## src/rtl/i2c_slave_regfile_if.sv

```systemverilog
// Pad-level bus bundle for the I2C target register file.
//   SCL_PAD_I / SDA_PAD_I    : bus levels seen by the target
//   SDA_PAD_O / SDA_PADOEN_O : open-drain SDA drive (value, active-low enable)
//   BUSY_O                   : transaction in progress (START..STOP)
//   WR_STROBE_O              : one-cycle register write pulse
//   REG_ADDR_O / REG_DATA_O  : index and data of the written register
interface i2c_slave_regfile_if;
  logic       SCL_PAD_I;
  logic       SDA_PAD_I;
  logic       SDA_PAD_O;
  logic       SDA_PADOEN_O;
  logic       BUSY_O;
  logic       WR_STROBE_O;
  logic [7:0] REG_ADDR_O;
  logic [7:0] REG_DATA_O;

  modport slave (
    input  SCL_PAD_I, SDA_PAD_I,
    output SDA_PAD_O, SDA_PADOEN_O, BUSY_O, WR_STROBE_O, REG_ADDR_O, REG_DATA_O
  );

  modport master (
    output SCL_PAD_I, SDA_PAD_I,
    input  SDA_PAD_O, SDA_PADOEN_O, BUSY_O, WR_STROBE_O, REG_ADDR_O, REG_DATA_O
  );
endinterface

```

## src/rtl/i2c_slave_regfile.sv

```systemverilog
// I2C target with a byte register file. A write sets a pointer byte and then
// stores data bytes at auto-incrementing addresses; a read returns bytes from
// the pointer onward, also auto-incrementing. SCL is never stretched.
// Ports:
//   WB_CLK_I : system clock, samples the bus
//   ARST_I   : asynchronous active-low reset
//   bus      : pad-level signals (slave modport of i2c_slave_regfile_if)
module i2c_slave_regfile #(
  parameter logic [6:0]  SLAVE_ADDR = 7'h50,
  parameter int unsigned NUM_REGS   = 16,
  parameter int unsigned FILTER_LEN = 3
) (
  input logic               WB_CLK_I,
  input logic               ARST_I,
  i2c_slave_regfile_if.slave bus
);

  localparam int unsigned PtrW = (NUM_REGS > 1) ? $clog2(NUM_REGS) : 1;
  localparam int unsigned CntW = $clog2(FILTER_LEN + 1);

  typedef enum logic [3:0] {
    StIdle, StAddr, StAddrAck, StPtr, StPtrAck,
    StWrData, StWrAck, StRdData, StRdAck, StIgnore
  } state_e;

  // Index 0 is SCL, index 1 is SDA.
  logic [1:0]      raw;
  logic [1:0]      s1_q, s2_q, f_q, fp_q;
  logic [CntW-1:0] cnt_q [2];

  assign raw = {bus.SDA_PAD_I, bus.SCL_PAD_I};

  // Synchronizer plus glitch filter: a new level is accepted only after
  // FILTER_LEN consecutive samples disagree with the current filtered level.
  always_ff @(posedge WB_CLK_I or negedge ARST_I) begin
    if (!ARST_I) begin
      s1_q <= 2'b11;
      s2_q <= 2'b11;
      f_q  <= 2'b11;
      fp_q <= 2'b11;
      for (int i = 0; i < 2; i++) cnt_q[i] <= '0;
    end else begin
      s1_q <= raw;
      s2_q <= s1_q;
      fp_q <= f_q;
      for (int i = 0; i < 2; i++) begin
        if (s2_q[i] == f_q[i]) begin
          cnt_q[i] <= '0;
        end else if (cnt_q[i] == CntW'(FILTER_LEN - 1)) begin
          f_q[i]   <= s2_q[i];
          cnt_q[i] <= '0;
        end else begin
          cnt_q[i] <= cnt_q[i] + CntW'(1);
        end
      end
    end
  end

  logic scl_rise, scl_fall, start_det, stop_det, sda_f;
  assign sda_f     = f_q[1];
  assign scl_rise  = f_q[0] & ~fp_q[0];
  assign scl_fall  = ~f_q[0] & fp_q[0];
  // SDA may only count as START/STOP while SCL has been stable high.
  assign start_det = ~f_q[1] & fp_q[1] & f_q[0] & fp_q[0];
  assign stop_det  = f_q[1] & ~fp_q[1] & f_q[0] & fp_q[0];

  state_e          state_q;
  logic [7:0]      shift_q;
  logic [2:0]      bit_cnt_q;
  logic [PtrW-1:0] ptr_q;
  logic            rw_q;
  logic            oen_q, busy_q, wr_strobe_q;
  logic [7:0]      reg_addr_q, reg_data_q;
  logic [7:0]      regs_q [NUM_REGS];
  logic [7:0]      rx_byte;

  assign rx_byte = {shift_q[6:0], sda_f};

  always_ff @(posedge WB_CLK_I or negedge ARST_I) begin
    if (!ARST_I) begin
      state_q     <= StIdle;
      shift_q     <= '0;
      bit_cnt_q   <= '0;
      ptr_q       <= '0;
      rw_q        <= 1'b0;
      oen_q       <= 1'b1;
      busy_q      <= 1'b0;
      wr_strobe_q <= 1'b0;
      reg_addr_q  <= '0;
      reg_data_q  <= '0;
      for (int i = 0; i < NUM_REGS; i++) regs_q[i] <= '0;
    end else begin
      wr_strobe_q <= 1'b0;
      if (start_det) begin
        state_q   <= StAddr;
        busy_q    <= 1'b1;
        bit_cnt_q <= '0;
        oen_q     <= 1'b1;
      end else if (stop_det) begin
        state_q <= StIdle;
        busy_q  <= 1'b0;
        oen_q   <= 1'b1;
      end else if (scl_rise) begin
        unique case (state_q)
          StAddr: begin
            shift_q   <= rx_byte;
            bit_cnt_q <= bit_cnt_q + 3'd1;
            if (bit_cnt_q == 3'd7) begin
              if (rx_byte[7:1] == SLAVE_ADDR) begin
                rw_q    <= rx_byte[0];
                state_q <= StAddrAck;
              end else begin
                state_q <= StIgnore;
              end
            end
          end
          StAddrAck: begin
            if (rw_q) begin
              // Pointer advances as each read byte is fetched.
              shift_q <= regs_q[ptr_q];
              ptr_q   <= ptr_q + PtrW'(1);
              state_q <= StRdData;
            end else begin
              state_q <= StPtr;
            end
          end
          StPtr: begin
            shift_q   <= rx_byte;
            bit_cnt_q <= bit_cnt_q + 3'd1;
            if (bit_cnt_q == 3'd7) begin
              ptr_q   <= rx_byte[PtrW-1:0];
              state_q <= StPtrAck;
            end
          end
          StPtrAck: state_q <= StWrData;
          StWrData: begin
            shift_q   <= rx_byte;
            bit_cnt_q <= bit_cnt_q + 3'd1;
            if (bit_cnt_q == 3'd7) state_q <= StWrAck;
          end
          StWrAck: begin
            regs_q[ptr_q] <= shift_q;
            wr_strobe_q   <= 1'b1;
            reg_addr_q    <= 8'(ptr_q);
            reg_data_q    <= shift_q;
            ptr_q         <= ptr_q + PtrW'(1);
            state_q       <= StWrData;
          end
          StRdData: begin
            shift_q   <= {shift_q[6:0], 1'b0};
            bit_cnt_q <= bit_cnt_q + 3'd1;
            if (bit_cnt_q == 3'd7) state_q <= StRdAck;
          end
          StRdAck: begin
            if (!sda_f) begin
              shift_q <= regs_q[ptr_q];
              ptr_q   <= ptr_q + PtrW'(1);
              state_q <= StRdData;
            end else begin
              state_q <= StIgnore;
            end
          end
          default: ;
        endcase
      end else if (scl_fall) begin
        unique case (state_q)
          StAddrAck, StPtrAck, StWrAck: oen_q <= 1'b0;
          StRdData:                     oen_q <= shift_q[7];
          default:                      oen_q <= 1'b1;
        endcase
      end
    end
  end

  assign bus.SDA_PAD_O    = 1'b0;
  assign bus.SDA_PADOEN_O = oen_q;
  assign bus.BUSY_O       = busy_q;
  assign bus.WR_STROBE_O  = wr_strobe_q;
  assign bus.REG_ADDR_O   = reg_addr_q;
  assign bus.REG_DATA_O   = reg_data_q;

endmodule

```

## src/flat_wrapper.sv

```systemverilog
// flat-port wrapper written by rule: the top's interface ports become plain ports
module i2c_slave_regfile_flat 
#(
  parameter logic [6:0]  SLAVE_ADDR = 7'h50,
  parameter int unsigned NUM_REGS   = 16,
  parameter int unsigned FILTER_LEN = 3
)
  (WB_CLK_I, ARST_I, bus_SCL_PAD_I, bus_SDA_PAD_I, bus_SDA_PAD_O, bus_SDA_PADOEN_O, bus_BUSY_O, bus_WR_STROBE_O, bus_REG_ADDR_O, bus_REG_DATA_O);
  i2c_slave_regfile_if bus_i ();
  input logic WB_CLK_I;
  input logic ARST_I;
  input wire logic [$bits(bus_i.SCL_PAD_I)-1:0] bus_SCL_PAD_I;
  input wire logic [$bits(bus_i.SDA_PAD_I)-1:0] bus_SDA_PAD_I;
  output wire logic [$bits(bus_i.SDA_PAD_O)-1:0] bus_SDA_PAD_O;
  output wire logic [$bits(bus_i.SDA_PADOEN_O)-1:0] bus_SDA_PADOEN_O;
  output wire logic [$bits(bus_i.BUSY_O)-1:0] bus_BUSY_O;
  output wire logic [$bits(bus_i.WR_STROBE_O)-1:0] bus_WR_STROBE_O;
  output wire logic [$bits(bus_i.REG_ADDR_O)-1:0] bus_REG_ADDR_O;
  output wire logic [$bits(bus_i.REG_DATA_O)-1:0] bus_REG_DATA_O;
  assign bus_i.SCL_PAD_I = bus_SCL_PAD_I;
  assign bus_i.SDA_PAD_I = bus_SDA_PAD_I;
  assign bus_SDA_PAD_O = bus_i.SDA_PAD_O;
  assign bus_SDA_PADOEN_O = bus_i.SDA_PADOEN_O;
  assign bus_BUSY_O = bus_i.BUSY_O;
  assign bus_WR_STROBE_O = bus_i.WR_STROBE_O;
  assign bus_REG_ADDR_O = bus_i.REG_ADDR_O;
  assign bus_REG_DATA_O = bus_i.REG_DATA_O;
  i2c_slave_regfile #(.SLAVE_ADDR(SLAVE_ADDR), .NUM_REGS(NUM_REGS), .FILTER_LEN(FILTER_LEN)) u_core (.WB_CLK_I(WB_CLK_I), .ARST_I(ARST_I), .bus(bus_i));
endmodule
```

## config.mk

```make
export PLATFORM = sky130hd
export DESIGN_NAME = i2c_slave_regfile_flat
export DESIGN_NICKNAME = d
export VERILOG_FILES = /design/src/rtl/i2c_slave_regfile_if.sv /design/src/rtl/i2c_slave_regfile.sv /design/src/flat_wrapper.sv
export SDC_FILE = /design/constraint.sdc
export NUM_CORES = 1
export LEC_CHECK = 0
export ABC_AREA = 0
export CAP_MARGIN = 20
export CORE_MARGIN = 2
export CORE_UTILIZATION = 65
export DETAILED_ROUTE_END_ITERATION = 8
export PLACE_DENSITY = 0.82
export SLEW_MARGIN = 40
export SYNTH_ARGS = -nofsm -noshare
export SYNTH_HDL_FRONTEND = slang
export SYNTH_SLANG_ARGS = --single-unit
```

## constraint.sdc

```tcl
create_clock -name WB_CLK_I -period 3.9 [get_ports WB_CLK_I]
set_clock_uncertainty 0.1 [all_clocks]
set_input_delay 0.78 -clock WB_CLK_I [delete_from_list [all_inputs] [get_ports WB_CLK_I]]
set_output_delay 0.78 -clock WB_CLK_I [all_outputs]
set_load 0.02 [all_outputs]
```

==> results.cfg, run 1 <==
[detailed_routing]
drc_errors = 0
drt_pass1_iterations = 7
wl_per_cell_um = 21.9
drt-initial-drc-count = 451
routed_wl_um = 17400
final_antenna_net_count = 0
routed-via-count = 5113
viasPerCell = 6.45

[clock_network]
cts_buffers = 17
cts-resized-gates = 0
clk_pin_slew_ns = 0.06
tritoncts = yes
h-tree-depth = 4
cts_buffer_depth = 2
clockRootBuffer = clkbuf_16
postCtsHoldBufs = 0
clk_latency_ns = 0.42
postCtsSetupBuffers = 0
numClockSinks = 175

[logic_synthesis]
syn_inst = 606
ys_warn_count = 0
synth_cell_types = 55
synth.cell_area_mm2 = 0.00832
yosysSeqAreaShare_pct = 52.8
syn_avg_cell_area_um2 = 13.7
synth_edf_count = 0
ys.flop_type = dfrtp_1
ys_seq_elements = 175
synthArstFlopShare_pct = 100

[timing]
rsz0062_at_grt = no
fmax_ghz = 0.377
layout_min_cycle_time_ns = 2.65
maxSlewHeadroom_pct = 44.2
worst_slew_pin_slew_ns = 0.838
hold_violations = 0
setup_tns_ns = 0
finalCritPeriodShare_pct = 68.0
drv_slew = 0
holdWs_ns = 0.256
setup_viol = 0

[placement]
gp_congestion = 0.924
port_buffers = 18
place_hpwl_um = 11500
placedCellCount = 761

[power]
leakagePower_uw = 0.00415
p_per_area_mw_per_mm2 = 506
finalPower_uw = 4640
vdd_drop_max_mv = 0.334

[critical_path]
cp-end-kind = flip-flop
crit_type = reg -> reg
crit_fanout = 20
worstPathRequired_ns = 4.11
crit_path_start_kind = flip-flop
worstPathArrival_ns = 2.86

[die]
dieWidth_um = 117
dieArea_mm2 = 0.0137
die_h_um = 117
core_mm2 = 0.0126
pin_count = 24
row_count = 41
start_util_pct = 66.2

[status]
status = complete, no violations

[layout]
syn_to_final_growth_pct = 10.2
regArea_mm2 = 0.00439
antenna_cells = 0
multi_input_area_mm2 = 0.00365
fillers = 816
fin_cells = 793
layout-drive-gt1-share_pct = 35.4
nNetsFinal = 618

[flow_run]
maxCapViolations = 0

[global_routing]
gr-usage-all-layers_pct = 27.7
grt_overflow = 0
grt_pass1_wl_um = 28000
antenna_found_initial = 0
grt_max_degree = 98
first_global_vias = 5226

[min_path]
min_path_type = reg -> reg
routing by layer:
layer	share of wire, %	GRT usage (%)
met4	2.8	11.4
met5	0	0
met1	42	37.2
met3	5.3	6.64
met2	50	43.9
cell type report:
cell class | count | share of cell area [%]
inverter | 6 | 0.246
multi-input combinational | 381 | 39.8
clock inverter | 12 | 1.73
sequential | 175 | 47.9
timing repair buffer | 27 | 2.89
clock buffer | 20 | 4.98
tap | 172 | 2.35
critical path, cell delays in order, from the launching register on:
cell and delay [ns]:
dfrtp_1 0.68, or3_1 0.45, nor4_1 0.33, nor3b_1 0.50, o21ai_0 0.19, mux2_2 0.29
power by group:
group	internal [uW]	leakage (uW)	total (uW)	switching, uW
sequential	1940	0.00239	2240	305
combinational	248	0.00148	663	415
clock	1040	0.000285	1740	691
per-stage QoR:
step                      setup WS, ns  utilization (%)  cell area [um^2]
after detailed placement          1.42             68.0              8550
after floorplan                   1.89                -              8330
after global routing              1.15             72.9              9170
after CTS                         1.35             72.9              9160
after global placement            1.44             68.0              8540
final                             1.25             72.9              9170
flip-flops by register name, summed over array words and instances, names as in the netlist, 3 cells and up:
signal                 count
u_core.regs_q            128
u_core.bus.REG_DATA_O      8
u_core.shift_q             8
u_core.bus.REG_ADDR_O      4
u_core.cnt_q               4
u_core.ptr_q               4
u_core.state_q             4
u_core.bit_cnt_q           3
worst paths after layout:
path / start / slack (ns) / cells after the start / end
worst max-delay path: u_core.shift_q[3] / 1.25 / 5 / u_core.state_q[0]
worst min-delay path: u_core.s1_q[1] / 0.26 / 0 / u_core.s2_q[1]
worst max register to register: u_core.shift_q[3] / 1.25 / 5 / u_core.state_q[0]
worst min register to register: u_core.s1_q[1] / 0.26 / 0 / u_core.s2_q[1]
max in group asynchronous: ARST_I / 2.53 / 2 / u_core.regs_q[14]
min in group asynchronous: ARST_I / 0.29 / 1 / u_core.bus.BUSY_O
cells in the mapped netlist (2+ instances only):
master / n / share of area [%]
a21oi_1: 8 / 0.48
nand4_1: 2 / 0.15
xnor2_1: 4 / 0.42
mux2i_1: 18 / 2.2
a22o_1: 10 / 1.1
inv_1: 6 / 0.27
clkbuf_1: 18 / 0.81
o221ai_1: 6 / 0.63
mux2_2: 124 / 17
nor2b_1: 7 / 0.53
a211oi_1: 7 / 0.63
nand2_1: 35 / 1.6
buf_4: 12 / 1.1
nand3_4: 16 / 3.4
a31oi_1: 5 / 0.38
o211ai_1: 2 / 0.18
o31ai_1: 7 / 0.63
mux4_2: 22 / 6.0
nand2b_1: 3 / 0.23
nor3_1: 4 / 0.24
buf_2: 12 / 0.72
dfstp_2: 9 / 2.8
mux2_1: 12 / 1.6
and2_1: 2 / 0.15
ha_1: 6 / 0.90
buf_1: 2 / 0.090
a211o_1: 2 / 0.21
o21ai_1: 2 / 0.12
o21ai_0: 22 / 1.3
nor2_2: 2 / 0.15
nand3_1: 10 / 0.60
buf_6: 2 / 0.27
nor3b_1: 5 / 0.45
nor2_1: 16 / 0.72
dfrtp_1: 166 / 50
cells by family after synthesis:
| group | after synthesis | synth area share, % |
|---|---|---|
| compound gates | 79 | 6.53 |
| xor+xnor | 4 | 0.421 |
| fa+ha+maj | 6 | 0.903 |
| buf+inv | 54 | 3.49 |
| flops | 175 | 52.8 |
| mux | 176 | 26.5 |
| other cells | 1 | 0.0451 |
| simple gates | 111 | 9.27 |
placed cells by master, fill, tap and decap left out, types with 3 or more instances in the layout:
| master | instances |
|---|---|
| nand3_1 | 10 |
| o31ai_1 | 7 |
| nand2_1 | 35 |
| mux2i_1 | 18 |
| dfrtp_1 | 165 |
| a22o_1 | 10 |
| a21oi_1 | 8 |
| nor3b_1 | 5 |
| o221ai_1 | 6 |
| nand2b_1 | 3 |
| mux2_1 | 12 |
| nor2b_1 | 6 |
| xnor2_1 | 4 |
| clkinvlp_4 | 5 |
| buf_4 | 8 |
| bufinv_16 | 3 |
| o21ai_0 | 22 |
| conb_1 | 5 |
| a31oi_1 | 5 |
| clkbuf_16 | 17 |
| nand3_4 | 16 |
| inv_1 | 6 |
| nor3_1 | 4 |
| a211oi_1 | 7 |
| clkdlybuf4s50_1 | 17 |
| mux2_2 | 124 |
| ha_1 | 6 |
| dfstp_2 | 9 |
| mux4_2 | 22 |
| nor2_1 | 16 |
Power figures use the tool's default switching activity.
==> run 2: changes to the inputs <==
CORE_UTILIZATION = 62   (was 65)
PLACE_DENSITY = 0.79   (was 0.82)
clock period = 2.8 ns   (was 3.9 ns; I/O delays follow)
==> run 2 against run 1 <==
First-iteration DRC count down 14%. Sequential share of layout area is 0.38 points lower. Die area increased by 4.7%. Via count is 0.55% lower. Clock power increased by 37%. Critical path type unchanged. Clock-buffer cell count rose by 2. Combinational power is 84% higher. Design area up 0.74%. Highest routed layer unchanged. Utilization fell by 2.9 points. Worst hold slack worse by 0.26 ns. Sequential power rose by 31%. Worst setup slack lost 0.91 ns. The flow now finishes with violations (hold timing).
==> results.cfg, run 2 (same netlist as run 1, synthesis figures left out) <==
[status]
status = finished with violations
violations = hold timing

[timing]
worst_slew_pin_slew_ns = 0.772
setup_tns_ns = 0
holdWs_ns = -0.00739
fmax_ghz = 0.407
layout_min_cycle_time_ns = 2.46
finalCritPeriodShare_pct = 87.8
hold_violations = 6
rsz0062_at_grt = no
drv_slew = 0
maxSlewHeadroom_pct = 48.5
setup_viol = 0

[global_routing]
grt-busiest-layer = met2
antenna_found_initial = 0
first_global_vias = 5257
gr-usage-met2_pct = 42.6
grt_pass1_wl_um = 29000
grt_max_degree = 63
gr-usage-all-layers_pct = 27.2
grt_overflow = 0
use_met1_pct = 36.8
grtUsageMet3_pct = 6.61

[critical_path]
crit_fanout = 11
worstPathArrival_ns = 2.68
worstPathRequired_ns = 3.02
crit_path_start_kind = flip-flop
cp-end-kind = flip-flop
worstRegToRegCells = 5
crit_type = reg -> reg

[detailed_routing]
drt-initial-drc-count = 390
drt_pass1_iterations = 5
routed-via-count = 5085
routed_wl_um = 17700
drc_errors = 0
wl_per_cell_um = 21.9
viasPerCell = 6.31
final_antenna_net_count = 0

[power]
switchingPower_uw = 2000
combPwrFrac_pct = 18.6
leakagePower_uw = 0.00420
internal-power_uw = 4540
power.share.switching_pct = 30.6
finalPower_uw = 6540
clock_power_share_pct = 36.5
p_seq_share_pct = 44.9
p_per_area_mw_per_mm2 = 708
vdd_drop_max_mv = 0.543

[die]
row_count = 42
core_mm2 = 0.0132
die_h_um = 120
dieWidth_um = 120
pin_count = 24
dieArea_mm2 = 0.0144
start_util_pct = 63.0

[layout]
top_register = u_core.regs_q
fillers = 867
layout-drive-gt1-share_pct = 35.9
antenna_cells = 0
syn_to_final_growth_pct = 11.0
fin_cells = 806
largest_register_ff_count = 128
final_common_cell = dfrtp_1
final_cell_mix = dfrtp_1, mux2_2, nand2_1
nNetsFinal = 628

[min_path]
min_path_type = in -> async

[clock_network]
cts-resized-gates = 0
clk_latency_ns = 0.43
clockRootBuffer = clkbuf_16
clk_pin_slew_ns = 0.06
postCtsSetupBuffers = 0
numClockSinks = 175
h-tree-depth = 4
cts_buffers = 17
tritoncts = yes
postCtsHoldBufs = 0
cts_buffer_depth = 2

[placement]
port_buffers = 18
placedCellCount = 775
gp_congestion = 0.847
place_hpwl_um = 11800

[flow_run]
maxCapViolations = 0
run 2: worst max-delay path, cell delays in order, from the launching register on:
cell	delay [ns]
dfrtp_1	0.55
or3_1	0.44
nor4_1	0.39
nor3b_1	0.44
o21ai_0	0.15
mux2_2	0.27
run 2: area by class of cell:
class | count | area [um^2] | share of cell area (%)
Timing Repair Buffer | 37 | 349 | 3.78
Tap cell | 176 | 220 | 2.39
Multi-Input combinational cell | 381 | 3650 | 39.5
Clock inverter | 9 | 135 | 1.46
Sequential cell | 175 | 4390 | 47.6
Clock buffer | 22 | 464 | 5.03
Inverter | 6 | 22.5 | 0.244
run 2: power by group through the flow:
stage	logic [uW]	clock network, uW	registers (uW)
2_1_floorplan	894	0	2820
3_3_place_gp	1150	0	2970
3_5_place_dp	1200	0	2980
4_1_cts	1210	2430	2930
5_1_grt	1340	2550	2960
6_report	1220	2390	2930
run 2: per-stage QoR:
step	util (%)	hold WS [ns]	worst slack (ns)	area [um^2]
floorplan	-	0.164	0.794	8330
global placement	65.5	0.248	0.521	8630
detailed placement	65.5	0.247	0.474	8630
CTS	70.0	0.00414	0.440	9230
global route	70.0	0.0274	0.324	9230
finish	70.0	-0.00739	0.342	9230
run 2: worst paths after layout:
kind / start / end / slack [ns]
worst max-delay path: u_core.shift_q[0] / u_core.state_q[0] / 0.34
max in group asynchronous: ARST_I / u_core.fp_q[1] / 1.80
worst min register to register: u_core.s1_q[1] / u_core.s2_q[1] / 0.26
min in group WB_CLK_I: u_core.s1_q[1] / u_core.s2_q[1] / 0.26
worst min-delay path: ARST_I / u_core.cnt_q[3] / -0.007
worst max register to register: u_core.shift_q[0] / u_core.state_q[0] / 0.34
run 2: per-layer routing:
metal | wire length, um | share of wire [%]
met2 | 8800 | 50
met1 | 7550 | 43
met4 | 462 | 2.6
met3 | 867 | 4.9
met5 | 0 | 0
